<file path="src/rtl/reg_share_arbiter.sv">
// reg_share_arbiter: round-robin owner of a shared WIDTH-bit register with a hold-time limit
module reg_share_arbiter #(
  parameter int WIDTH    = 8,
  parameter int MAX_HOLD = 16
) (
  input  logic               clk_i,
  input  logic               rst_i,
  input  logic [3:0]         req_i,
  input  logic [4*WIDTH-1:0] data_i,
  output logic [3:0]         gnt_o,
  output logic [1:0]         owner_o,
  output logic               busy_o,
  output logic               timeout_o,
  output logic [WIDTH-1:0]   q_o
);
  localparam logic [0:0] S_IDLE  = 1'b0;
  localparam logic [0:0] S_GRANT = 1'b1;
  localparam logic [7:0] MAX_CNT = 8'(MAX_HOLD);
  logic [0:0]       state_q, state_d;
  logic [3:0]       gnt_q, gnt_d;
  logic [1:0]       owner_q, owner_d;
  logic [1:0]       last_q, last_d;
  logic [7:0]       cnt_q, cnt_d;
  logic             timeout_q, timeout_d;
  logic [WIDTH-1:0] data_q, data_d;
  logic [1:0]       win;
  // round-robin search: last+1 first, last itself last; the descending loop leaves the nearest hit
  always_comb begin
    win = last_q;
    for (int i = 4; i >= 1; i--)
      if (req_i[2'(last_q + 2'(i))]) win = 2'(last_q + 2'(i));
  end
  // next-state: grant from IDLE, reload while owner requests and the hold limit is not reached
  always_comb begin
    state_d   = state_q;
    gnt_d     = gnt_q;
    owner_d   = owner_q;
    last_d    = last_q;
    cnt_d     = cnt_q;
    timeout_d = 1'b0;
    data_d    = data_q;
    if (state_q == S_IDLE) begin
      if (|req_i) begin
        state_d = S_GRANT;
        gnt_d   = 4'b0001 << win;
        owner_d = win;
        last_d  = win;
        cnt_d   = 8'd1;
        data_d  = data_i[win*WIDTH +: WIDTH];
      end
    end else if (req_i[owner_q] && cnt_q < MAX_CNT) begin
      cnt_d  = cnt_q + 8'd1;
      data_d = data_i[owner_q*WIDTH +: WIDTH];
    end else begin
      state_d   = S_IDLE;
      gnt_d     = 4'b0000;
      timeout_d = req_i[owner_q];
    end
  end
  // state and shared register bank; reset aborts any grant at once
  always_ff @(posedge clk_i or negedge rst_i) begin
    if (!rst_i) begin
      state_q   <= S_IDLE;
      gnt_q     <= 4'b0000;
      owner_q   <= 2'd0;
      last_q    <= 2'd3;
      cnt_q     <= 8'd0;
      timeout_q <= 1'b0;
      data_q    <= '0;
    end else begin
      state_q   <= state_d;
      gnt_q     <= gnt_d;
      owner_q   <= owner_d;
      last_q    <= last_d;
      cnt_q     <= cnt_d;
      timeout_q <= timeout_d;
      data_q    <= data_d;
    end
  end
  assign gnt_o     = gnt_q;
  assign owner_o   = owner_q;
  assign busy_o    = state_q == S_GRANT;
  assign timeout_o = timeout_q;
  assign q_o       = data_q;
endmodule

</file>
<file path="config.mk">
export PLATFORM = sky130hd
export DESIGN_NAME = reg_share_arbiter
export DESIGN_NICKNAME = d
export VERILOG_FILES = /design/src/rtl/reg_share_arbiter.sv
export SDC_FILE = /design/constraint.sdc
export NUM_CORES = 1
export LEC_CHECK = 0
export CORE_MARGIN = 5
export CORE_UTILIZATION = 45
export CTS_CLUSTER_DIAMETER = 150
export DETAILED_ROUTE_END_ITERATION = 7
export PLACE_DENSITY = 0.75
export SYNTH_ARGS = -nofsm -noshare
export SYNTH_HDL_FRONTEND = slang
export SYNTH_SLANG_ARGS = --single-unit
</file>
<file path="constraint.sdc">
create_clock -name clk_i -period 2.6 [get_ports clk_i]
set_input_delay 0.52 -clock clk_i [delete_from_list [all_inputs] [get_ports clk_i]]
set_output_delay 0.52 -clock clk_i [all_outputs]
set_load 0.05 [all_outputs]
</file>
==> metrics.yaml, run 1 <==
run_status:
  status: "finished, final reports clean"
drt:
  dr_total_vias: 1893
  drt-met1-wl_um: 2560
  ant_nets: 0
  wl_per_cell_um: 16.1
  dr.pass1.iters: 4
  wl_met2_um: 2480
  wl_met3_um: 257
  wl_um: 5370
  drc_errors: 0
  avgViaCountPerCell: 5.67
  first_iter_violations: 93
  route.top_layer_used: "met4"
synth:
  async_reset_ff_frac: 1.00
  ys_seq_area_frac: 0.328
  synthesis.instances: 227
  synthesis.nets: 266
  ys_types: 44
  yosysWarnings: 0
  syn-cell-area_mm2: 0.00199
  synth-edff-count: 0
  synth-main-ff-cell: "dfrtp_1"
  syn_area_per_cell_um2: 8.77
  ys_seq_elements: 26
floorplan:
  core_mm2: 0.00432
  chipHeight_um: 76.5
  die_area_mm2: 0.00585
  io_pins: 54
  num_rows: 24
  start_util: 0.460
  dieWidth_um: 76.5
finish:
  final_net_count: 322
  synthToLayoutAreaGrowth_pct: 34.4
  antenna_cells: 0
  layout_common_cells: "clkdlybuf4s50_1, mux2i_1, nor2_1"
  layout_commonest_cell: "clkdlybuf4s50_1"
  fillers: 385
  final_cell_area_mm2: 0.00268
  drive_above_1_share: 0.0993
grt:
  track_usage: 0.185
  grt.overflow.total: 0
  grt_pass1_vias: 1877
  grt_max_degree: 47
  grt_pass1_wl_um: 9100
  antenna_found_initial: 0
worst_setup_path:
  crit_type: "in -> reg"
  cp.arrival_ns: 2.52
  required_ns: 2.77
  end_kind: "register"
  cp-start-kind: "primary input"
  crit_fanout: 12
sta:
  slew_headroom: 0.576
  timing.fmax_ghz: 0.424
  fin_crit_ns: 2.36
  drv_slew: 0
  setup_ws_ns: 0.242
  fin_setup_tns_ns: 0
  tightestPinTransition_ns: 0.636
  fin_crit_sh: 0.907
  rsz0062_at_grt: "false"
  skew_ns: 0.00324
  setup_viol: 0
  hold_violations: 0
clock_tree:
  cts-resized-gates: 0
  cts_setup_buffers: 0
  clock_latency_ns: 0.27
  cts.path.max_buffers: 2
  cts_root_buf: "clkbuf_8"
  clk_transition_reported_paths_ns: 0.09
  clock_sink_count: 26
  htree_levels: 1
  tritoncts: "yes"
  ctsHoldBuffers: 0
  cts_buffers: 3
placement:
  place_area_mm2: 0.00261
  portBuffers: 53
  dp_worst_setup_slack_ns: -0.0263
  gp_congestion: 0.834
  detailed_place_hpwl_um: 3960
job:
  cap_violations: 0
pwr:
  irDropWorstVdd_mv: 0.699
  p_leak_nw: 1.19
  power_per_cell_area_mw_per_mm2: 1240
min_path:
  hold_class: "reg -> reg"
==> critical path, stage by stage <==
cell and delay, ns:
clkdlybuf4s50_1 0.54, nand2_2 0.15, a21o_1 0.18, and3_1 0.59, mux2i_1 0.17, a311o_1 0.37
==> cell families after synthesis <==
kind of cell	synth area share
AOI/OAI and AO/OA	0.269
and+or+nand+nor	0.200
buffers and inverters	0.0660
muxes	0.131
DFF	0.328
adders and majority gates	0.00628
==> area by class of cell <==
class / count / area (um^2) / share of cell area
timing repair buffer: 66 / 636 / 0.237
clock buffer: 3 / 41.3 / 0.0154
multi-input combinational: 174 / 1210 / 0.451
clock inverter: 1 / 30.0 / 0.0112
inverter: 12 / 45.0 / 0.0168
sequential: 26 / 653 / 0.244
tap: 52 / 65.1 / 0.0243
==> metrics by stage <==
step | power [W] | hold WS [ns] | cells | util
3_3_place_gp | 0.00298 | 0.489 | 330 | 0.602
4_1_cts | 0.00334 | 0.520 | 334 | 0.619
5_1_grt | 0.00357 | 0.560 | 334 | 0.619
2_1_floorplan | 0.00235 | 0.224 | 227 | -
6_report | 0.00333 | 0.519 | 334 | 0.619
3_5_place_dp | 0.00300 | 0.506 | 330 | 0.602
==> power breakdown <==
part | switching [W] | internal [W] | leakage [nW]
Sequential | 0.000158 | 0.000582 | 0.323
Clock | 0.000134 | 0.000206 | 0.0357
Combinational | 0.00131 | 0.000937 | 0.833
==> flip-flops by register name, summed over array words and instances (netlist names) <==
register   count
busy_o         1
timeout_o      1
gnt_o          4
last_q         2
q_o            8
owner_o        2
cnt_q          8
==> worst paths after layout <==
check                                   endpoint             startpoint  slack, ns  cells past startpoint
min                         cnt_q[0]$_DFFE_PN0P_   cnt_q[0]$_DFFE_PN0P_       0.52                      1
min in group asynchronous   cnt_q[5]$_DFFE_PN0P_                  rst_i       0.60                      2
max reg2reg                   q_o[3]$_DFFE_PN0P_  last_q[1]$_DFFE_PN1P_       0.45                      5
max                           q_o[3]$_DFFE_PN0P_               req_i[3]       0.24                      6
min reg2reg                 cnt_q[0]$_DFFE_PN0P_   cnt_q[0]$_DFFE_PN0P_       0.52                      1
max in group asynchronous  last_q[0]$_DFFE_PN1P_                  rst_i       1.70                      2
==> Yosys cell counts (2+ instances only) <==
cell type | number | area share
a21o_1 | 3 | 0.011
a21oi_1 | 6 | 0.015
a22oi_1 | 2 | 0.0075
a311o_1 | 8 | 0.040
a31oi_1 | 9 | 0.028
a41oi_1 | 2 | 0.0088
and2_1 | 8 | 0.025
and3_1 | 2 | 0.0063
and4_1 | 8 | 0.035
buf_2 | 3 | 0.0075
buf_4 | 3 | 0.011
buf_6 | 2 | 0.011
clkbuf_1 | 7 | 0.013
dfrtp_1 | 24 | 0.30
dfstp_2 | 2 | 0.026
inv_1 | 11 | 0.021
mux2i_1 | 26 | 0.13
nand2_1 | 8 | 0.015
nand2b_1 | 4 | 0.013
nand3_1 | 2 | 0.0050
nor2_1 | 26 | 0.049
nor3_1 | 2 | 0.0050
o21a_1 | 4 | 0.015
o21ai_0 | 20 | 0.050
o21ai_1 | 7 | 0.018
o311a_1 | 8 | 0.040
o31a_1 | 2 | 0.0088
or3_1 | 2 | 0.0063
==> routing by layer <==
layer | track usage | up-vias
met4 | 0.0524 | 0
met5 | 0 | -
li1 | - | 969
met2 | 0.287 | 46
met3 | 0.0248 | 7
met1 | 0.266 | 871
Power figures use the tool's default switching activity.
==> run 2: changes to the inputs <==
--- a/config.mk
+++ b/config.mk
@@ -5,11 +5,13 @@
 export SDC_FILE = /design/constraint.sdc
 export NUM_CORES = 1
 export LEC_CHECK = 0
+export CELL_PAD_IN_SITES_DETAIL_PLACEMENT = 0
+export CELL_PAD_IN_SITES_GLOBAL_PLACEMENT = 1
 export CORE_MARGIN = 5
-export CORE_UTILIZATION = 45
+export CORE_UTILIZATION = 36
 export CTS_CLUSTER_DIAMETER = 150
 export DETAILED_ROUTE_END_ITERATION = 7
-export PLACE_DENSITY = 0.75
+export PLACE_DENSITY_LB_ADDON = 0.1
 export SYNTH_ARGS = -nofsm -noshare
 export SYNTH_HDL_FRONTEND = slang
 export SYNTH_SLANG_ARGS = --single-unit
==> metrics.yaml, run 2 (same netlist as run 1, synthesis figures left out) <==
run_status:
  status: "finished, final reports clean"  # unchanged
clock_tree:
  cts_buffers: 3  # unchanged
  cts.path.max_buffers: 2  # unchanged
  cts_setup_buffers: 0  # unchanged
  clk_transition_reported_paths_ns: 0.10  # was 0.09 ns
  cts_root_buf: "clkbuf_8"  # unchanged
  clock_latency_ns: 0.27  # about the same
  cts-resized-gates: 0  # unchanged
  clock_sink_count: 26  # unchanged
  tritoncts: "yes"  # unchanged
  htree_levels: 1  # unchanged
  ctsHoldBuffers: 0  # unchanged
pwr:
  power.total_w: 0.00346  # was 0.00333 W
  irDropWorstVdd_mv: 0.748  # was 0.699 mV
  p_leak_nw: 1.22  # was 1.19 nW
  power_per_cell_area_mw_per_mm2: 1260  # was 1240 mW/mm^2
floorplan:
  chipHeight_um: 84.4  # was 76.5 um
  num_rows: 27  # was 24
  core_mm2: 0.00544  # was 0.00432 mm^2
  dieWidth_um: 84.4  # was 76.5 um
  start_util: 0.366  # was 0.460
  io_pins: 54  # unchanged
  die_area_mm2: 0.00712  # was 0.00585 mm^2
drt:
  first_iter_violations: 72  # was 93
  wl_per_cell_um: 16.0  # was 16.1 um
  dr.pass1.iters: 4  # unchanged
  drc_errors: 0  # unchanged
  ant_nets: 0  # unchanged
  avgViaCountPerCell: 5.39  # was 5.67
  dr_total_vias: 1928  # was 1893
  wl_um: 5720  # was 5370 um
finish:
  final_net_count: 326  # was 322
  antenna_cells: 0  # unchanged
  layout_commonest_cell: "clkdlybuf4s50_1"  # unchanged
  final_cell_area_mm2: 0.00276  # was 0.00268 mm^2
  synthToLayoutAreaGrowth_pct: 38.5  # was 34.4%
  drive_above_1_share: 0.112  # was 0.0993
  layout_common_cells: "clkdlybuf4s50_1, mux2i_1, nor2_1"  # unchanged
sta:
  fin_crit_ns: 2.32  # was 2.36 ns
  tightestPinTransition_ns: 0.553  # was 0.636 ns
  drv_slew: 0  # unchanged
  fin_setup_tns_ns: 0  # unchanged
  fin_crit_sh: 0.892  # was 0.907
  skew_ns: 0.00383  # was 0.00324 ns
  timing.fmax_ghz: 0.431  # was 0.424 GHz
  slew_headroom: 0.631  # was 0.576
  rsz0062_at_grt: "false"  # unchanged
  setup_viol: 0  # unchanged
  hold_violations: 0  # unchanged
worst_setup_path:
  end_kind: "register"  # unchanged
  worstSetupStartpoint: "req_i[3]"  # unchanged
  crit_type: "in -> reg"  # unchanged
  required_ns: 2.76  # was 2.77 ns
  cp.arrival_ns: 2.48  # was 2.52 ns
  cp-start-kind: "primary input"  # unchanged
  r2r-start: "last_q[1]$_DFFE_PN1P_"  # unchanged
  crit_fanout: 16  # was 12
grt:
  grt_max_degree: 47  # unchanged
  grt.overflow.total: 0  # unchanged
  grt_pass1_wl_um: 9290  # was 9100 um
  track_usage: 0.157  # was 0.185
  antenna_found_initial: 0  # unchanged
  grt_pass1_vias: 1811  # was 1877
min_path:
  hp-start: "cnt_q[0]$_DFFE_PN0P_"  # unchanged
  hold_class: "reg -> reg"  # unchanged
placement:
  portBuffers: 53  # unchanged
  gp_congestion: 0.827  # was 0.834
  detailed_place_hpwl_um: 4140  # was 3960 um
  place_area_mm2: 0.00269  # was 0.00261 mm^2
job:
  cap_violations: 0  # unchanged
[run 2: cell count changes in the layout (fill, tap and decap cells not counted), sizes merged]
cell | previous run | this run
buf | 15 | 19
[run 2: final cells by class]
| cell class | count | area (um^2) |
|---|---|---|
| multi-input combinational | 174 | 1210 |
| clock inverter | 1 | 30.0 |
| timing repair buffer | 70 | 691 |
| sequential | 26 | 653 |
| inverter | 12 | 45.0 |
| fill | 531 | 2680 |
| tap | 72 | 90.1 |
| clock buffer | 3 | 41.3 |
[run 2: power breakdown]
part / internal [W] / leakage (nW) / switching, W / total (W)
clock: 0.000206 / 0.0357 / 0.000135 / 0.000341
combinational: 0.00103 / 0.863 / 0.00135 / 0.00238
sequential: 0.000582 / 0.323 / 0.000162 / 0.000744
[run 2: worst paths after layout]
check                                   endpoint  slack, ns  cells past startpoint
setup / recovery              q_o[6]$_DFFE_PN0P_       0.28                      7
hold / removal              cnt_q[0]$_DFFE_PN0P_       0.51                      1
setup reg to reg              q_o[6]$_DFFE_PN0P_       0.50                      5
hold reg to reg             cnt_q[0]$_DFFE_PN0P_       0.51                      1
max in group asynchronous  last_q[0]$_DFFE_PN1P_       1.68                      2
min in group asynchronous   gnt_o[0]$_DFFE_PN0P_       0.61                      2
[run 2: layer usage]
layer | part of all wire | vias to the layer above | global-route usage
met2 | 0.42 | 48 | 0.226
met3 | 0.042 | 2 | 0.0265
met5 | 0 | - | 0
met1 | 0.53 | 907 | 0.249
li1 | - | 971 | -
met4 | 0.0038 | 0 | 0.0216
[run 2: worst max-delay path: stages]
cell and delay (ns):
clkdlybuf4s50_1 0.63, nand2_2 0.11, a21o_1 0.21, buf_12 0.16
and4_1 0.19, o311a_1 0.33, a311o_1 0.33
[run 2: through the flow]
step / hold slack, ns / setup slack (ns) / cells / util
2_1_floorplan: 0.224 / 0.513 / 227 / -
3_3_place_gp: 0.493 / 0.0320 / 354 / 0.494
3_5_place_dp: 0.496 / 0.00200 / 354 / 0.494
4_1_cts: 0.513 / 0.260 / 358 / 0.507
5_1_grt: 0.537 / 0.170 / 358 / 0.507
6_report: 0.510 / 0.280 / 358 / 0.507
==> run 3: changes to the inputs <==
--- a/config.mk
+++ b/config.mk
@@ -10,6 +10,7 @@
 export CORE_MARGIN = 5
 export CORE_UTILIZATION = 36
 export CTS_CLUSTER_DIAMETER = 150
+export CTS_CLUSTER_SIZE = 14
 export DETAILED_ROUTE_END_ITERATION = 7
 export PLACE_DENSITY_LB_ADDON = 0.1
 export SYNTH_ARGS = -nofsm -noshare
==> results of run 3 <==
No change in the layout: final DEF, timing and power equal those of run 2.
==> patch 1: new RTL, flow settings as in run 2 <==
Reset style: synchronous (`rst_i`), changed in one clocked block.
--- a/src/rtl/reg_share_arbiter.sv
+++ b/src/rtl/reg_share_arbiter.sv
@@ -58,7 +58,7 @@
     end
   end
   // state and shared register bank; reset aborts any grant at once
-  always_ff @(posedge clk_i or negedge rst_i) begin
+  always_ff @(posedge clk_i) begin
     if (!rst_i) begin
       state_q   <= S_IDLE;
       gnt_q     <= 4'b0000;
Behaviour: differs if rst_i is asserted again (counterexample within 4 cycles, from zero or initial values and one cycle with rst_i low); with rst_i held inactive, the same outputs for 10 cycles.
==> patch 1 against run 2 <==
  * Sequential cell count unchanged
  * Count of clock-buffer cells in the layout increased by 1
  * Largest cell class unchanged
  * Synthesized area decreased by 6.5%
  * Setup slack improved by 0.11 ns
  * Design area is 7.9% lower
  * Routed wire length increased by 4.8%
Power is not compared: it rests on default switching activity, and its combinational part moved more than twofold at a synthesized area within 25%.
==> patch 1: results <==
metrics = {
    "run_status": {
        "run_status": "complete, no violations",
    },
    "global_routing": {
        "grt_pass1_wl_um": 9750,
        "grt_start_max_net_pins": 35,
        "gr-usage-met3_pct": 3.07,
        "global_route.usage.met2_pct": 29.8,
        "grtUsageMet1_pct": 25.0,
        "grt_usage_pct": 18.5,
        "first_global_vias": 1947,
    },
    "placed_design": {
        "gp_congestion": 0.830,
        "placed_cells": 336,
        "dp_slack_ns": 0.0541,
        "dp_hpwl_um": 4400,
    },
    "yosys": {
        "ys.flop_type": "dfxtp_1",
        "synth_cells": 221,
        "netlist_top_cells_area": "dfxtp_1 (28%), nand4_1 (6.0%), mux2_2 (4.8%), a32oi_1 (4.7%), nand2_1 (4.4%)",
        "synth_common_cells": "dfxtp_1 (26), nand2_1 (22), nand4_1 (18)",
        "ys_seq_area_share_pct": 28.0,
        "syn_nets": 260,
        "synth_cell_types": 45,
        "async_flop_share_pct": 0,
    },
    "worst_setup_path": {
        "crit_fanout": 10,
        "r2r_end": "q_o[1]$_SDFFE_PN0P_",
        "reg2regPathDepth": 5,
        "r2r_slack_ns": 0.80,
        "critical_path.startpoint": "req_i[1]",
        "critPathArrivalTime_ns": 2.37,
        "rr_startpoint": "owner_o[0]$_SDFFE_PN0P_",
        "crit_end": "q_o[2]$_SDFFE_PN0P_",
    },
    "timing": {
        "clock_skew_ns": 0.00111,
        "fin_crit_sh_pct": 85.1,
        "whs_ns": 0.510,
        "slew-limit-headroom_pct": 61.4,
    },
    "clocking": {
        "clock_path_buffers": 2,
        "numCtsBuffers": 3,
        "cts_resized": 0,
        "cts-root-buf": "clkbuf_8",
        "insertion_delay_ns": 0.27,
    },
    "cells_and_area": {
        "num_antenna_cells": 0,
        "fillers": 528,
        "layout-drive-gt1-share_pct": 14.4,
        "nets": 310,
    },
    "detailed_routing": {
        "drtIter0Drc": 130,
        "routedWlPerCell_um": 17.6,
        "num_vias": 1952,
        "drt_wl_total_um": 6000,
    },
    "worst_hold_path": {
        "min_from": "cnt_q[1]$_SDFFE_PN0P_",
        "worstHoldEndpoint": "cnt_q[1]$_SDFFE_PN0P_",
        "min_path_cells": 2,
    },
    "pwr": {
        "power_leakage_uw": 0.000923,
    },
}
patch 1: cell types whose count changed in the layout (fill, tap and decap cells not counted), moves of 10 or more:
| cell | change |
|---|---|
| dfxtp_1 | +26 |
| dfrtp_1 | -24 |
| mux2i_1 | -18 |
| nand4_1 | +18 |
| nand2_1 | +14 |
| inv_1 | -11 |
| a32oi_1 | +10 |
| o21ai_0 | -10 |
patch 1: metal layers:
metal	up-vias	share of wire (%)
met2	62	47
met1	918	45
met5	-	0
met3	9	6.6
met4	0	1.8
li1	963	-
patch 1: metrics by stage:
step                cell area [µm²]  total power [µW]
detailed placement             2480              1120
floorplan                      1860               897
global route                   2540              1460
global placement               2480              1120
finish                         2540              1380
CTS                            2540              1390
patch 1: area by class of cell:
class                   count  share of cell area [%]
clock buffers               4                    2.17
repair buffers             67                    25.3
well taps                  70                    3.45
flip-flops and latches     26                    20.5
multi-input cells         173                    48.5
patch 1: cells by family (layout without fill, tap and decap cells):
logic type                 after synthesis  in the layout  share of synthesized area, %
and+or+nand+nor                         84             84                          24.3
AOI/OAI and AO/OA                       71             71                          30.8
DFF                                     26             26                          28.0
buffers and inverters                   22             71                          5.91
muxes                                   17             17                          10.3
adders and majority gates                1              1                         0.672
patch 1: critical path, stage by stage:
cell	delay, ns
clkdlybuf4s50_1	0.50
nor2b_1	0.27
o21bai_2	0.18
buf_4	0.21
a311o_1	0.35
a32oi_1	0.27
a311oi_1	0.08
patch 1: power breakdown:
group | switching [µW] | total [µW] | internal (µW)
combinational | 369 | 635 | 266
sequential | 35.8 | 477 | 441
clock | 136 | 272 | 136
total | 541 | 1380 | 843
==> patch 2: new RTL, flow settings as in run 2 <==
Without the edit above. Change the parameter `WIDTH` from 8 to 10.
--- a/src/rtl/reg_share_arbiter.sv
+++ b/src/rtl/reg_share_arbiter.sv
@@ -1,6 +1,6 @@
 // reg_share_arbiter: round-robin owner of a shared WIDTH-bit register with a hold-time limit
 module reg_share_arbiter #(
-  parameter int WIDTH    = 8,
+  parameter int WIDTH    = 10,
   parameter int MAX_HOLD = 16
 ) (
   input  logic               clk_i,
Ports: changed (resized data_i and q_o); port bits go from 54 to 64. The function was not compared with the original's and may differ.
==> patch 2 against run 2 <==
  * Design area up 6.4%
  * Clock power increased by 5%
  * Non-clock buffer count is 9 higher
  * Setup slack gained 0.21 ns
  * Synthesized area up 6.8%
  * Total power is 3.1% higher
  * Routed wire length grew 6.6%
  * Sequential cell count is 2 higher
  * Via count grew 2.0%
  * Critical path type unchanged
  * Largest cell class unchanged
==> patch 2: results <==
metrics = {
    "run_status": {
        "run_status": "complete, no violations",
    },
    "detailed_routing": {
        "drt_wl_total_um": 6100,
        "num_vias": 1966,
        "drtIter0Drc": 106,
    },
    "worst_setup_path": {
        "r2r_slack_ns": 0.64,
        "r2r_end": "q_o[3]$_DFFE_PN0P_",
        "worstPathRequired_ns": 2.81,
        "rr_startpoint": "busy_o$_DFF_PN0_",
        "crit_fanout": 9,
        "reg2regPathDepth": 6,
    },
    "global_routing": {
        "grt_start_max_net_pins": 29,
        "grt_usage_pct": 17.1,
        "grt_pass1_wl_um": 10400,
        "first_global_vias": 2061,
    },
    "pwr": {
        "peakVddDrop_mv": 0.643,
        "power_leakage_uw": 0.00125,
    },
    "yosys": {
        "synth_mux_area_share_pct": 16.1,
        "syn_nets": 271,
        "ys_seq_area_share_pct": 33.1,
        "synth_xor_area_share_pct": 0.412,
        "synth_cell_types": 51,
        "netlist_top_cells_area": "dfrtp_1 (31%), mux2i_1 (11%), a211oi_2 (5.3%), mux2_2 (5.3%), o21ai_0 (3.8%)",
        "synth_common_cells": "dfrtp_1 (26), mux2i_1 (23), nand2_1 (20)",
        "synth-compound-area-share_pct": 28.5,
        "yosys.area_share.adder_pct": 0.589,
    },
    "worst_hold_path": {
        "min_path_cells": 2,
        "worstHoldEndpoint": "gnt_o[0]$_DFFE_PN0P_",
        "min_path_type": "flip-flop to flip-flop",
        "min_from": "gnt_o[0]$_DFFE_PN0P_",
    },
    "timing": {
        "whs_ns": 0.513,
        "clock_skew_ns": 0.00919,
        "worstMarginPinSlew_ns": 0.543,
    },
    "clocking": {
        "clk_pin_slew_ns": 0.11,
        "htreeDepth": 1,
    },
    "placed_design": {
        "dp_hpwl_um": 4560,
        "dp_slack_ns": 0.173,
        "gp_congestion": 0.803,
        "io_buffer_count": 63,
    },
    "cells_and_area": {
        "num_antenna_cells": 0,
        "layout-drive-gt1-share_pct": 17.7,
        "fillers": 578,
        "nets": 336,
    },
}
==> patch 2: worst max path at each step <==
stage	from	to	slack [ns]	cells past startpoint
floorplan	owner_o[0]$_DFFE_PN0P_	cnt_q[3]$_DFFE_PN0P_	0.50	6
global route	req_i[3]	q_o[7]$_DFFE_PN0P_	0.36	6
detailed placement	req_i[3]	q_o[0]$_DFFE_PN0P_	0.17	6
finish	req_i[3]	q_o[0]$_DFFE_PN0P_	0.49	6
CTS	owner_o[1]$_DFFE_PN0P_	owner_o[1]	0.47	1
global placement	req_i[3]	q_o[0]$_DFFE_PN0P_	0.17	6
==> patch 2: per-stage QoR <==
stage / instances / util [%] / total power [µW] / instance area [µm²]
after floorplan: 224 / - / 2530 / 2130
after global placement: 359 / 49.2 / 3230 / 2860
after detailed placement: 359 / 49.2 / 3240 / 2860
after CTS: 363 / 50.4 / 3610 / 2930
after global routing: 363 / 50.4 / 3840 / 2930
final: 363 / 50.4 / 3570 / 2930
==> patch 2: logic make-up after synthesis <==
family / count (synthesis)
multiplexers: 33
flip-flops: 28
AO/OA/AOI/OAI: 76
XOR/XNOR: 1
adder cells (fa/ha/maj): 1
buffers and inverters: 33
AND/OR/NAND/NOR: 52
==> patch 2: worst max-delay path, cell delays in order <==
cell             delay, ns
clkdlybuf4s50_1       0.61
nor4_4                0.09
or2_0                 0.27
o32ai_4               0.52
nand2_1               0.12
o221ai_1              0.18
==> patch 2: layer usage <==
layer / track usage [%] / wire [µm]
met1: 23.1 / 2730
met2: 28.1 / 2890
met3: 3.90 / 423
met4: 3.26 / 59
met5: 0 / 0
==> patch 2: final cells by class <==
type	count	area (µm²)	area share [%]
Inverter	14	52.6	1.79
Clock buffer	3	41.3	1.41
Clock inverter	1	30.0	1.02
Timing Repair Buffer	79	758	25.9
Tap cell	75	93.8	3.20
Multi-Input combinational cell	163	1250	42.7
Sequential cell	28	703	24.0
==> patch 2: where the power goes <==
| group | leakage (µW) | switching (µW) | total, µW | internal, µW |
|---|---|---|---|---|
| clock network | 0.0000357 | 152 | 358 | 206 |
| registers | 0.000348 | 174 | 803 | 629 |
| logic | 0.000867 | 1420 | 2410 | 994 |
| total | 0.00125 | 1740 | 3570 | 1830 |
